**src/rtl/mem_arbiter.sv**
```systemverilog
// Two-requester memory port arbiter: IFU (read-only) and LSU (read/write) share one
// memory port, one transaction in flight, round-robin on conflict, with a response watchdog.
module mem_arbiter #(
    parameter int ADDR_W  = 32,
    parameter int DATA_W  = 32,
    parameter int TIMEOUT = 255
) (
    input  logic                clk,
    input  logic                rst,
    input  logic                ifu_req_valid,
    output logic                ifu_req_ready,
    input  logic [ADDR_W-1:0]   ifu_addr,
    output logic                ifu_rsp_valid,
    output logic [DATA_W-1:0]   ifu_rsp_data,
    input  logic                lsu_req_valid,
    output logic                lsu_req_ready,
    input  logic [ADDR_W-1:0]   lsu_addr,
    input  logic                lsu_wen,
    input  logic [DATA_W-1:0]   lsu_wdata,
    input  logic [DATA_W/8-1:0] lsu_wmask,
    output logic                lsu_rsp_valid,
    output logic [DATA_W-1:0]   lsu_rsp_data,
    output logic                mem_req_valid,
    input  logic                mem_req_ready,
    output logic [ADDR_W-1:0]   mem_addr,
    output logic                mem_wen,
    output logic [DATA_W-1:0]   mem_wdata,
    output logic [DATA_W/8-1:0] mem_wmask,
    input  logic                mem_rsp_valid,
    input  logic [DATA_W-1:0]   mem_rsp_data,
    output logic                owner,
    output logic                timeout_err,
    output logic [1:0]          dbg_state
);

    localparam int             CNT_W       = (TIMEOUT > 0) ? $clog2(TIMEOUT + 1) : 1;
    localparam bit             WD_EN       = (TIMEOUT != 0);
    localparam logic [CNT_W-1:0] TIMEOUT_CNT = CNT_W'(TIMEOUT);

    typedef enum logic [1:0] {
        IDLE = 2'd0,
        REQ  = 2'd1,
        WAIT = 2'd2
    } state_t;

    state_t             state;
    logic [CNT_W-1:0]   cnt;
    logic               grant_ifu;
    logic               grant_lsu;
    logic               timeout_hit;
    logic               rsp_fire;
    logic [DATA_W-1:0]  rsp_word;

    // owner doubles as the round-robin history: it always holds the last winner.
    always_comb begin
        grant_ifu = 1'b0;
        grant_lsu = 1'b0;
        if (!rst && state == IDLE) begin
            if (ifu_req_valid && lsu_req_valid) begin
                grant_lsu = ~owner;
                grant_ifu = owner;
            end else begin
                grant_ifu = ifu_req_valid;
                grant_lsu = lsu_req_valid;
            end
        end
    end

    assign ifu_req_ready = grant_ifu;
    assign lsu_req_ready = grant_lsu;
    assign dbg_state     = state;

    always_comb begin
        timeout_hit = WD_EN && (cnt == TIMEOUT_CNT);
        rsp_fire    = !rst && (state == WAIT) && (mem_rsp_valid || timeout_hit);
        // A watchdog abort and any write completion both return zero data.
        rsp_word    = (mem_rsp_valid && !mem_wen) ? mem_rsp_data : '0;
    end

    assign ifu_rsp_valid = rsp_fire && !owner;
    assign lsu_rsp_valid = rsp_fire && owner;
    assign ifu_rsp_data  = ifu_rsp_valid ? rsp_word : '0;
    assign lsu_rsp_data  = lsu_rsp_valid ? rsp_word : '0;

    always_ff @(posedge clk) begin
        if (rst) begin
            state         <= IDLE;
            cnt           <= '0;
            owner         <= 1'b0;
            timeout_err   <= 1'b0;
            mem_req_valid <= 1'b0;
            mem_addr      <= '0;
            mem_wen       <= 1'b0;
            mem_wdata     <= '0;
            mem_wmask     <= '0;
        end else begin
            case (state)
                IDLE: begin
                    if (grant_lsu) begin
                        mem_addr      <= lsu_addr;
                        mem_wen       <= lsu_wen;
                        mem_wdata     <= lsu_wdata;
                        mem_wmask     <= lsu_wmask;
                        owner         <= 1'b1;
                        mem_req_valid <= 1'b1;
                        state         <= REQ;
                    end else if (grant_ifu) begin
                        mem_addr      <= ifu_addr;
                        mem_wen       <= 1'b0;
                        mem_wdata     <= '0;
                        mem_wmask     <= '0;
                        owner         <= 1'b0;
                        mem_req_valid <= 1'b1;
                        state         <= REQ;
                    end
                end
                REQ: begin
                    if (mem_req_ready) begin
                        mem_req_valid <= 1'b0;
                        cnt           <= '0;
                        state         <= WAIT;
                    end
                end
                WAIT: begin
                    if (cnt != {CNT_W{1'b1}}) begin
                        cnt <= cnt + 1'b1;
                    end
                    if (mem_rsp_valid || timeout_hit) begin
                        if (!mem_rsp_valid) begin
                            timeout_err <= 1'b1;
                        end
                        state <= IDLE;
                    end
                end
                default: state <= IDLE;
            endcase
        end
    end

endmodule

```
**config.mk**
```make
export PLATFORM = sky130hd
export DESIGN_NAME = mem_arbiter
export DESIGN_NICKNAME = d
export VERILOG_FILES = /design/src/rtl/mem_arbiter.sv
export SDC_FILE = /design/constraint.sdc
export NUM_CORES = 1
export LEC_CHECK = 0
export CORE_MARGIN = 2
export CORE_UTILIZATION = 31
export CTS_CLUSTER_DIAMETER = 60
export DETAILED_ROUTE_END_ITERATION = 10
export PLACE_DENSITY = 0.79
export SLEW_MARGIN = 20
export SYNTH_ARGS = -nofsm -noshare
export SYNTH_HDL_FRONTEND = slang
export SYNTH_SLANG_ARGS = --single-unit
```
**constraint.sdc**
```tcl
create_clock -name clk -period 3.5 [get_ports clk]
set_clock_uncertainty 0.15 [all_clocks]
set_input_delay 0.35 -clock clk [delete_from_list [all_inputs] [get_ports clk]]
set_output_delay 0.35 -clock clk [all_outputs]
set_load 0.03 [all_outputs]
```
Word-level counts from Yosys, hierarchy flattened
Index checks and enable logic that the tools add are counted.
- add/subtract/negate cells: 1
- equality and inequality tests: 8
- mux-type cells: 28
- bitwise gates (word level): 2
- reductions and logical operators: 20
- operators by type and width (operator ; number):
    32-bit 2-to-1 mux ; 7
    8-bit 2-to-1 mux ; 2
    8-bit case mux with 2 select lines ; 1
    3-bit AND reduction ; 4
    1-bit 2-to-1 mux ; 10
    8-bit by 1-bit adder with 8-bit output, second input constant ; 1
    8-bit == test, second input constant ; 1
    2-bit 2-to-1 mux ; 4
    4-bit 2-to-1 mux ; 2
    8-bit inequality test, second input constant ; 1
    1-bit logical AND ; 7
    2-bit case mux with 3 select lines ; 1
    2-bit nonzero test ; 3
    2-bit by 1-bit inequality test with 1-bit output, second input constant ; 2
    1-bit zero test ; 3
    3-bit inequality test, second input constant ; 1
    2-bit by 1-bit == test with 1-bit output, second input constant ; 1
    2-bit == test, second input constant ; 1
    2-bit zero test ; 1
    2-bit inequality test, second input constant ; 1
    1-bit NOT ; 2
    1-bit case mux with 2 select lines ; 1
    2-bit AND reduction ; 1
    1-bit logical OR ; 1
- register bits: 82
- input bits: 139
- output and inout port bits: 142
- logic and storage cells: 68

Depth between registers and ports, before layout
Gate-level depths: netlist of the first run.
- word-level depth: 6
- mapped depth: 7
- mapped depth without buffers: 5

Worst setup path before layout of the first run
Ideal clock, no wire load.
- path type: reg2out
- from: register state[1], in the netlist dbg_state[1]
- to: output ifu_rsp_data[22]
- arrival time: 1890 ps
- data required time: 3000 ps
- slack: 1110 ps
- stages on the path, launching flop included: 6
- cell sequence: dfxtp_1 -> buf_2 -> and2b_1 -> nor4b_4 -> buf_2 -> and3_1
- longest elaborated chain between the ends: 5
- RTL lines (item ; RTL line ; text):
    from (decl) ; 46 ; state_t state;
    from (signal assigned) ; 87 ; state <= IDLE;
    from (signal assigned) ; 106 ; state <= REQ;
    from (signal assigned) ; 114 ; state <= REQ;
    2-bit == test ; 75 ; rsp_fire = !rst && (state == WAIT) && (mem_rsp_valid || timeout_hit);
    1-bit logical AND (2 in a row) ; 75 ;
    1-bit logical AND ; 80 ; assign ifu_rsp_valid = rsp_fire && !owner;
    via ifu_rsp_valid ; 13 ; output logic ifu_rsp_valid,
    32-bit 2-to-1 mux ; 82 ; assign ifu_rsp_data = ifu_rsp_valid ? rsp_word : '0;
    to (decl) ; 14 ; output logic [DATA_W-1:0] ifu_rsp_data,
The timed path passes the listed nets, and every way through them passes these cells.

Worst setup path after layout of the first run
- from: register cnt[0]
- to: output lsu_rsp_data[3]
- longest elaborated chain between the ends: 5
- RTL lines (item ; RTL line ; text):
    from (decl) ; 47 ; logic [CNT_W-1:0] cnt;
    from (signal assigned) ; 126 ; cnt <= cnt + 1'b1;
    8-bit == test ; 74 ; timeout_hit = WD_EN && (cnt == TIMEOUT_CNT);
    1-bit logical OR ; 75 ;
    1-bit logical AND ; 75 ;
    1-bit logical AND ; 81 ; assign lsu_rsp_valid = rsp_fire && owner;
    32-bit 2-to-1 mux ; 83 ; assign lsu_rsp_data = lsu_rsp_valid ? rsp_word : '0;
    to (decl) ; 22 ; output logic [DATA_W-1:0] lsu_rsp_data,
Every way passes these cells.

==> results of run 1 <==
cell type report:
class | count | area (µm²)
antenna | 1 | 2.50
fill | 1070 | 5040
inverter | 2 | 8.76
tap | 147 | 184
clock inverter | 4 | 50.0
sequential | 82 | 1640
timing repair buffer | 290 | 2870
multi-input combinational | 329 | 1900
clock buffer | 12 | 256
critical path, stage by stage (launching register included):
cell and delay, ns:
dfxtp_1 0.39, ha_1 0.22, and3_1 0.21, a21oi_2 0.08
and4bb_2 0.62, and3_1 0.24, clkdlybuf4s50_1 0.68
routing by layer:
metal | track usage [%] | routed length, µm
met3 | 7.31 | 1300
met5 | 0 | 13
met4 | 6.91 | 323
met1 | 21.8 | 5050
met2 | 35.0 | 6710
cells by family after synthesis:
| logic type | count (synthesis) | share of synthesized area, % |
|---|---|---|
| AND/OR/NAND/NOR | 232 | 29.6 |
| AO/OA/AOI/OAI | 93 | 19.5 |
| flip-flops | 82 | 43.4 |
| buffers and inverters | 47 | 6.39 |
| XOR/XNOR | 2 | 0.464 |
| multiplexers | 1 | 0.265 |
| adder cells (fa/ha/maj) | 1 | 0.331 |
cells in the final DEF, fill, tap and decap left out, types with 7 or more instances in the layout:
| master | synthesis | routed |
|---|---|---|
| and3_1 | 68 | 68 |
| buf_4 | 5 | 10 |
| nor2_1 | 77 | 77 |
| dfxtp_1 | 82 | 82 |
| nand2_1 | 70 | 70 |
| a21oi_1 | 7 | 7 |
| a22oi_1 | 37 | 37 |
| clkdlybuf4s50_1 | 0 | 279 |
| clkbuf_16 | 0 | 9 |
| a311oi_1 | 28 | 28 |
sequential cells by signal, summed over array words and instances, names as in the netlist, 2 cells and up:
signal     cells
mem_addr      32
mem_wdata     32
cnt            8
mem_wmask      4
dbg_state      2
stage by stage:
| stage | util (%) | cell area, µm² | instances | hold slack [ns] |
|---|---|---|---|---|
| after floorplan | - | 3780 | 458 | 0.322 |
| after global placement | 55.3 | 6610 | 850 | 0.287 |
| after detailed placement | 55.3 | 6610 | 850 | 0.290 |
| after CTS | 57.8 | 6920 | 866 | 0.183 |
| after global routing | 57.8 | 6920 | 867 | 0.193 |
| final | 57.8 | 6920 | 867 | 0.193 |
power breakdown:
part,leakage (nW),switching [mW],internal [mW]
combinational,1.94,0.318,0.306
sequential,0.670,0.0318,0.992
clock,0.145,0.372,0.591
cells in the mapped netlist:
cell        n
nand2_1    70
nand3_1     2
buf_4       5
and4_1      1
nand2b_1    1
nand3_2     1
dfxtp_1    82
mux2i_1     1
inv_1       1
a31oi_1     2
nor2b_1     1
o2111ai_1   1
ha_1        1
nor2_1     77
or3_1       2
nor4b_4     1
a311oi_2    4
nor3_4      1
nand4_1     1
buf_2      13
a211oi_1    1
o22a_1      1
and4bb_2    1
clkbuf_1   19
nor3_1      4
a2111oi_0   1
a22oi_1    37
and2b_1     1
o21a_1      1
o21bai_1    1
o211ai_1    4
xor2_1      2
clkbuf_2    5
a311oi_1   28
and3_1     68
clkinv_2    1
buf_6       3
a21oi_1     7
a21oi_2     1
o21ai_0     4
worst paths after layout:
check                                       end  cells past startpoint  slack (ns)
worst max-delay path            lsu_rsp_data[3]                      6        0.21
worst min-delay path                timeout_err                      2        0.19
worst max register to register     mem_addr[12]                      7        1.23
worst min register to register    mem_req_valid                      2        0.30
==> impl_results.md, run 1 <==
* Outcome: complete, no violations
* DRC violations left at 0
* Fmax at 304 MHz
* Critical-path maximum fanout at 33
* Pin slew with the least headroom to its limit at 0.824 ns
* Sum Neg Setup Slack at 0 ns
* CTS Buf Count at 9
* P per Cell Area at 377 nW/µm²
* Final hold viol count at 0
* Hold Path Class: primary input to register
* PostCTS Resize Cnt at 0
* Row Count at 40
* Post-Synthesis Cells at 458
* # port buffers at 280
* Fin crit share at 93.9%
* Layout area overhead at 83.1%
* Detailed-route via count at 4,364
* Top Ports at 281
* Maximum vdd ir drop at between 200 and 300 µV
* DRT iter0 DRCs at roughly 180
* Post-Syn Nets at 598
* Critical setup path kind: register to output port
* Synthesized cell area at between 3000 and 4000 µm²
* Htree depth at 3
* Endpoints failing setup at 0
* GPL Wtd Cong at 0.824
* Power after layout at 2.61 mW
* Fraction of layout cells with a size suffix above 1 at under 10%
* Drt total wl at 13,400 µm
* Avg Vias per Cell at 5.03
* Final min period at 3.29 ns
* Nets at roughly 850
* RSZ-0062 raised after global routing: false
* Sequential fraction of the synthesis area at between 40% and 50%
* Post-CTS setup buffers at 0
* Reg clk slew, reported paths at around 0.06 ns
* Worst EP arrival at 2.79 ns
* Gr ovfl total at 0
* Setup WS pre-CTS at 0.481 ns
* Top cell type's share of synthesized area at 43.4%
* GRT Resource Usage Total at between 10% and 20%
* Distinct cells, synth at 40
* Crit start category: register
* Die W at 114 µm
* Mean Syn Cell Area at 8.25 µm²
* CP Launch Point: cnt[0]
* WP data required at ~3 ns
* Pin count of the biggest net entering global routing at 74
* Core area at 12,000 µm²
* First-pass GRT wire length at approximately 21,000 µm
* Final slew viol count at 0
* Post-route ant nets at 0
* Initial Utilization at about a third
* Max cap viols at 0
* Die Span Y at roughly 110 µm
* Routed len/inst at between 15 and 20 µm
* Final setup margin at 0.213 ns
* Vias in the first global route at 4,165
* Antenna violations before repair at 2
* Worst slew margin at between 40% and 50%
* Flops & latches, synth at 82
* CTS root buffer: clkbuf_16
* CTS tree: built
* Die area at 13,100 µm²
* Top cells by area, synth: dfxtp_1, and3_1, nor2_1, a22oi_1, nand2_1
* DRT Pass-1 Iters at 4
* CTS Sinks at 82
* Hold_buf cts at 0
* DP Wirelength at 10,200 µm
* Reg2reg start: dbg_state[1]
* Hold_sp: rst
* Synth area leader: dfxtp_1
* Clk_lat worst skew at ~0.32 ns
* Clock Path Buffers at 2
* Kind of end point of the critical path: output port
* Yosys warns at 0
* Leak at 2.75 nW
Note: power is estimated with default switching activity, not from simulation.
==> run 2, diff against run 1 <==
--- a/config.mk
+++ b/config.mk
@@ -5,6 +5,7 @@
 export SDC_FILE = /design/constraint.sdc
 export NUM_CORES = 1
 export LEC_CHECK = 0
+export CAP_MARGIN = 20
 export CORE_MARGIN = 2
 export CORE_UTILIZATION = 31
 export CTS_CLUSTER_DIAMETER = 60
==> results of run 2 <==
The final DEF is identical to that of run 1; final timing and power are the same.
==> run 3, diff against run 2 <==
--- a/config.mk
+++ b/config.mk
@@ -9,8 +9,9 @@
 export CORE_MARGIN = 2
 export CORE_UTILIZATION = 31
 export CTS_CLUSTER_DIAMETER = 60
+export CTS_CLUSTER_SIZE = 25
 export DETAILED_ROUTE_END_ITERATION = 10
-export PLACE_DENSITY = 0.79
+export PLACE_DENSITY = 0.74
 export SLEW_MARGIN = 20
 export SYNTH_ARGS = -nofsm -noshare
 export SYNTH_HDL_FRONTEND = slang
==> run 3 against run 2 <==
Compared with the run above: via count fell by 0.34%; flip-flop and latch count did not move; die area did not move; setup slack improved by 0.011 ns; global-route usage fell by 0.30 points; sequential power barely moved; clock power rose by 0.9%; fmax rose by 0.34%; register-to-register slack improved by 0.04 ns; critical path type unchanged; sequential share of layout area barely moved.
==> impl_results.md, run 3 (synthesis results as in run 1) <==
* # port buffers at 280 (unchanged)
* Top flop regs: mem_addr (32), mem_wdata (32), cnt (8)
* CTS tree: built
* Die W at 114 µm (unchanged)
* Reg2Reg Setup Slack at 1.27 ns (+0.04 ns)
* Maximum vdd ir drop at 210 µV (-20%)
* Detailed-route via count at 4,349 (-0.34%)
* Clk_lat worst skew at 0.32 ns (about the same)
* Sw Pwr at 0.730 mW (+1.2%)
* Slowest cell delay on critical path at 0.67 ns (about the same)
* Comb pwr share at 23.7% (-0.2 points)
* Post-route ant nets at 0 (unchanged)
* FF-to-FF path depth at 5 (-2)
* Die area at 13,100 µm² (unchanged)
* Sum Neg Setup Slack at 0 ns (unchanged)
* Avg Vias per Cell at 5.03 (-0.11%)
* Inst Count DP at 849 (-0.12%)
* Switching part of the total power at 27.9% (+0.21 points)
* Pin slew with the least headroom to its limit at 0.786 ns (-0.0380 ns)
* Layout Utilization at 57.8% (about the same)
* RSZ-0062 raised after global routing: false
* Die Span Y at 114 µm (unchanged)
* Core area at 12,000 µm² (unchanged)
* Power after layout at 2.62 mW (+0.40%)
* CTS Sinks at 82 (unchanged)
* Worst slew margin at 47.6% (+2.5 points)
* Hold Crit Endpoint: timeout_err
* Row Count at 40 (unchanged)
* GRT Resource Usage Total at 19.5% (-0.30 points)
* Critical-path maximum fanout at 33 (unchanged)
* Leak at 2.75 nW (-0.10%)
* GPL Wtd Cong at 0.828 (+0.46%)
* Reg2reg end: mem_addr[16]
* Initial Utilization at 31.6% (unchanged)
* PostCTS Resize Cnt at 0 (unchanged)
* Cell Int Power at 1.89 mW (+0.11%)
* Setup WS pre-CTS at 0.494 ns (+0.0133 ns)
* Hold_sp: rst
* Fillcell total at 1,048 (-2.1%)
* Hold_buf cts at 0 (unchanged)
* Routed len/inst at 15.8 µm (+2.0%)
* Final min period at 3.28 ns (-0.0110 ns)
* Pin count of the biggest net entering global routing at 76 (+2.7%)
* Layout area overhead at 83.1% (about the same)
* CP max-delay cell: clkdlybuf4s50_1
* Commonest non-fill, non-tap cell in the layout: clkdlybuf4s50_1
* Drt total wl at 13,600 µm (+1.7%)
* Critical setup path kind: register to output port
* Fmax at 305 MHz (+0.34%)
* CP dominant cell by count: and3_1
* Ant diodes at 0 (-1)
* Nets at 853 (-0.12%)
* Clk pwr share at 37.1% (+0.2 points)
* Worst EP arrival at 2.78 ns (about the same)
* Kind of end point of the critical path: output port
* Top Ports at 281 (unchanged)
* Hold Path Class: primary input to register
* WP data required at 3.00 ns (about the same)
* Gr ovfl total at 0 (unchanged)
* Critical path's top delay family: simple AND/OR/NAND/NOR gates
* First-pass GRT wire length at 20,700 µm (-0.83%)
* Endpoints failing setup at 0 (unchanged)
* Outcome: complete, no violations
* Reg2reg start: dbg_state[1]
* Reg clk slew, reported paths at 0.06 ns (about the same)
* DRT iter0 DRCs at 215 (+18%)
* Max cap viols at 0 (unchanged)
* Commonest cells after routing, fill and taps aside: clkdlybuf4s50_1, dfxtp_1, nor2_1
* Crit start category: register
* Fin crit share at 93.6% (-0.31 points)
* Clock Path Buffers at 2 (unchanged)
* CTS Buf Count at 9 (unchanged)
* DP Wirelength at 10,400 µm (+1.8%)
* P per Cell Area at 379 nW/µm² (+0.42%)
* WHS Path Cells at 2 (unchanged)
* DRC violations left at 0 (unchanged)
* DRT Pass-1 Iters at 4 (unchanged)
* Fraction of layout cells with a size suffix above 1 at 5.43% (+0.0076 points)
* Htree depth at 3 (unchanged)
* Post-CTS setup buffers at 0 (unchanged)
* CTS root buffer: clkbuf_16
* Worst-path cell chain: ha_1 > and3_1 > a21oi_2 > and4bb_2 > and3_1 > clkdlybuf4s50_1
* Final slew viol count at 0 (unchanged)
* Final setup margin at 0.224 ns (+0.0110 ns)
* CP Buf/Inv Count at 1 (unchanged)
* Final hold viol count at 0 (unchanged)
* Vias in the first global route at 4,187 (+0.53%)
* Post-route non-filler standard cell count at 865 (-0.23%)
* Antenna violations before repair at 0 (-2)
* Flop pwr share at 39.2% (about the same)
-- run 3: changes by cell type in the layout (fill, tap and decap cells not counted) --
cell,delta
diode_2,-1
buf_4,-1
clkbuf_1,-1
clkinv_2,-1
clkinv_4,+2
-- run 3: cell type report --
| cell class | instances | area (µm²) | share of cell area [%] |
|---|---|---|---|
| well taps | 147 | 184 | 2.66 |
| clock buffers | 11 | 253 | 3.65 |
| repair buffers | 289 | 2870 | 41.4 |
| multi-input cells | 329 | 1900 | 27.5 |
| clock inverters | 5 | 62.6 | 0.904 |
| flip-flops and latches | 82 | 1640 | 23.7 |
| inverters | 2 | 8.76 | 0.127 |
-- run 3: worst max path at each step --
stage | startpoint | end | slack, ns | cells past startpoint
after floorplan | dbg_state[1] | ifu_rsp_data[22] | 1.11 | 5
after global placement | mem_rsp_valid | lsu_rsp_data[24] | 0.59 | 5
after detailed placement | mem_rsp_valid | lsu_rsp_data[3] | 0.49 | 5
after CTS | cnt[0] | lsu_rsp_data[3] | 0.22 | 6
after global routing | cnt[0] | lsu_rsp_data[16] | 0.06 | 6
final | cnt[0] | lsu_rsp_data[3] | 0.22 | 6
-- run 3: metal layers --
metal / global-route usage (%) / up-vias / routed length (µm)
li1: - / 2147 / -
met1: 21.2 / 2015 / 5230
met2: 37.1 / 173 / 7260
met3: 4.92 / 14 / 959
met4: 5.69 / 0 / 193
met5: 0 / - / 0
-- run 3: worst register-to-register path: stages, from the launching register on --
cell and delay [ns]:
dfxtp_1 0.42, nor3_4 0.31, o21a_2 0.58, buf_4 0.34
nor2_1 0.07, a311oi_1 0.26
-- run 3: power by group through the flow --
stage | clock, mW | sequential (mW) | combinational [mW]
floorplan | 0 | 1.15 | 0.199
global placement | 0 | 1.05 | 0.613
detailed placement | 0 | 1.05 | 0.622
CTS | 0.994 | 1.03 | 0.625
global route | 1.03 | 1.04 | 0.666
finish | 0.971 | 1.03 | 0.621
-- run 3: stage by stage --
step,hold WS (ns),area [µm²]
global placement,0.289,6600
detailed placement,0.290,6600
CTS,0.158,6920
finish,0.167,6920
floorplan,0.322,3780
global route,0.168,6920
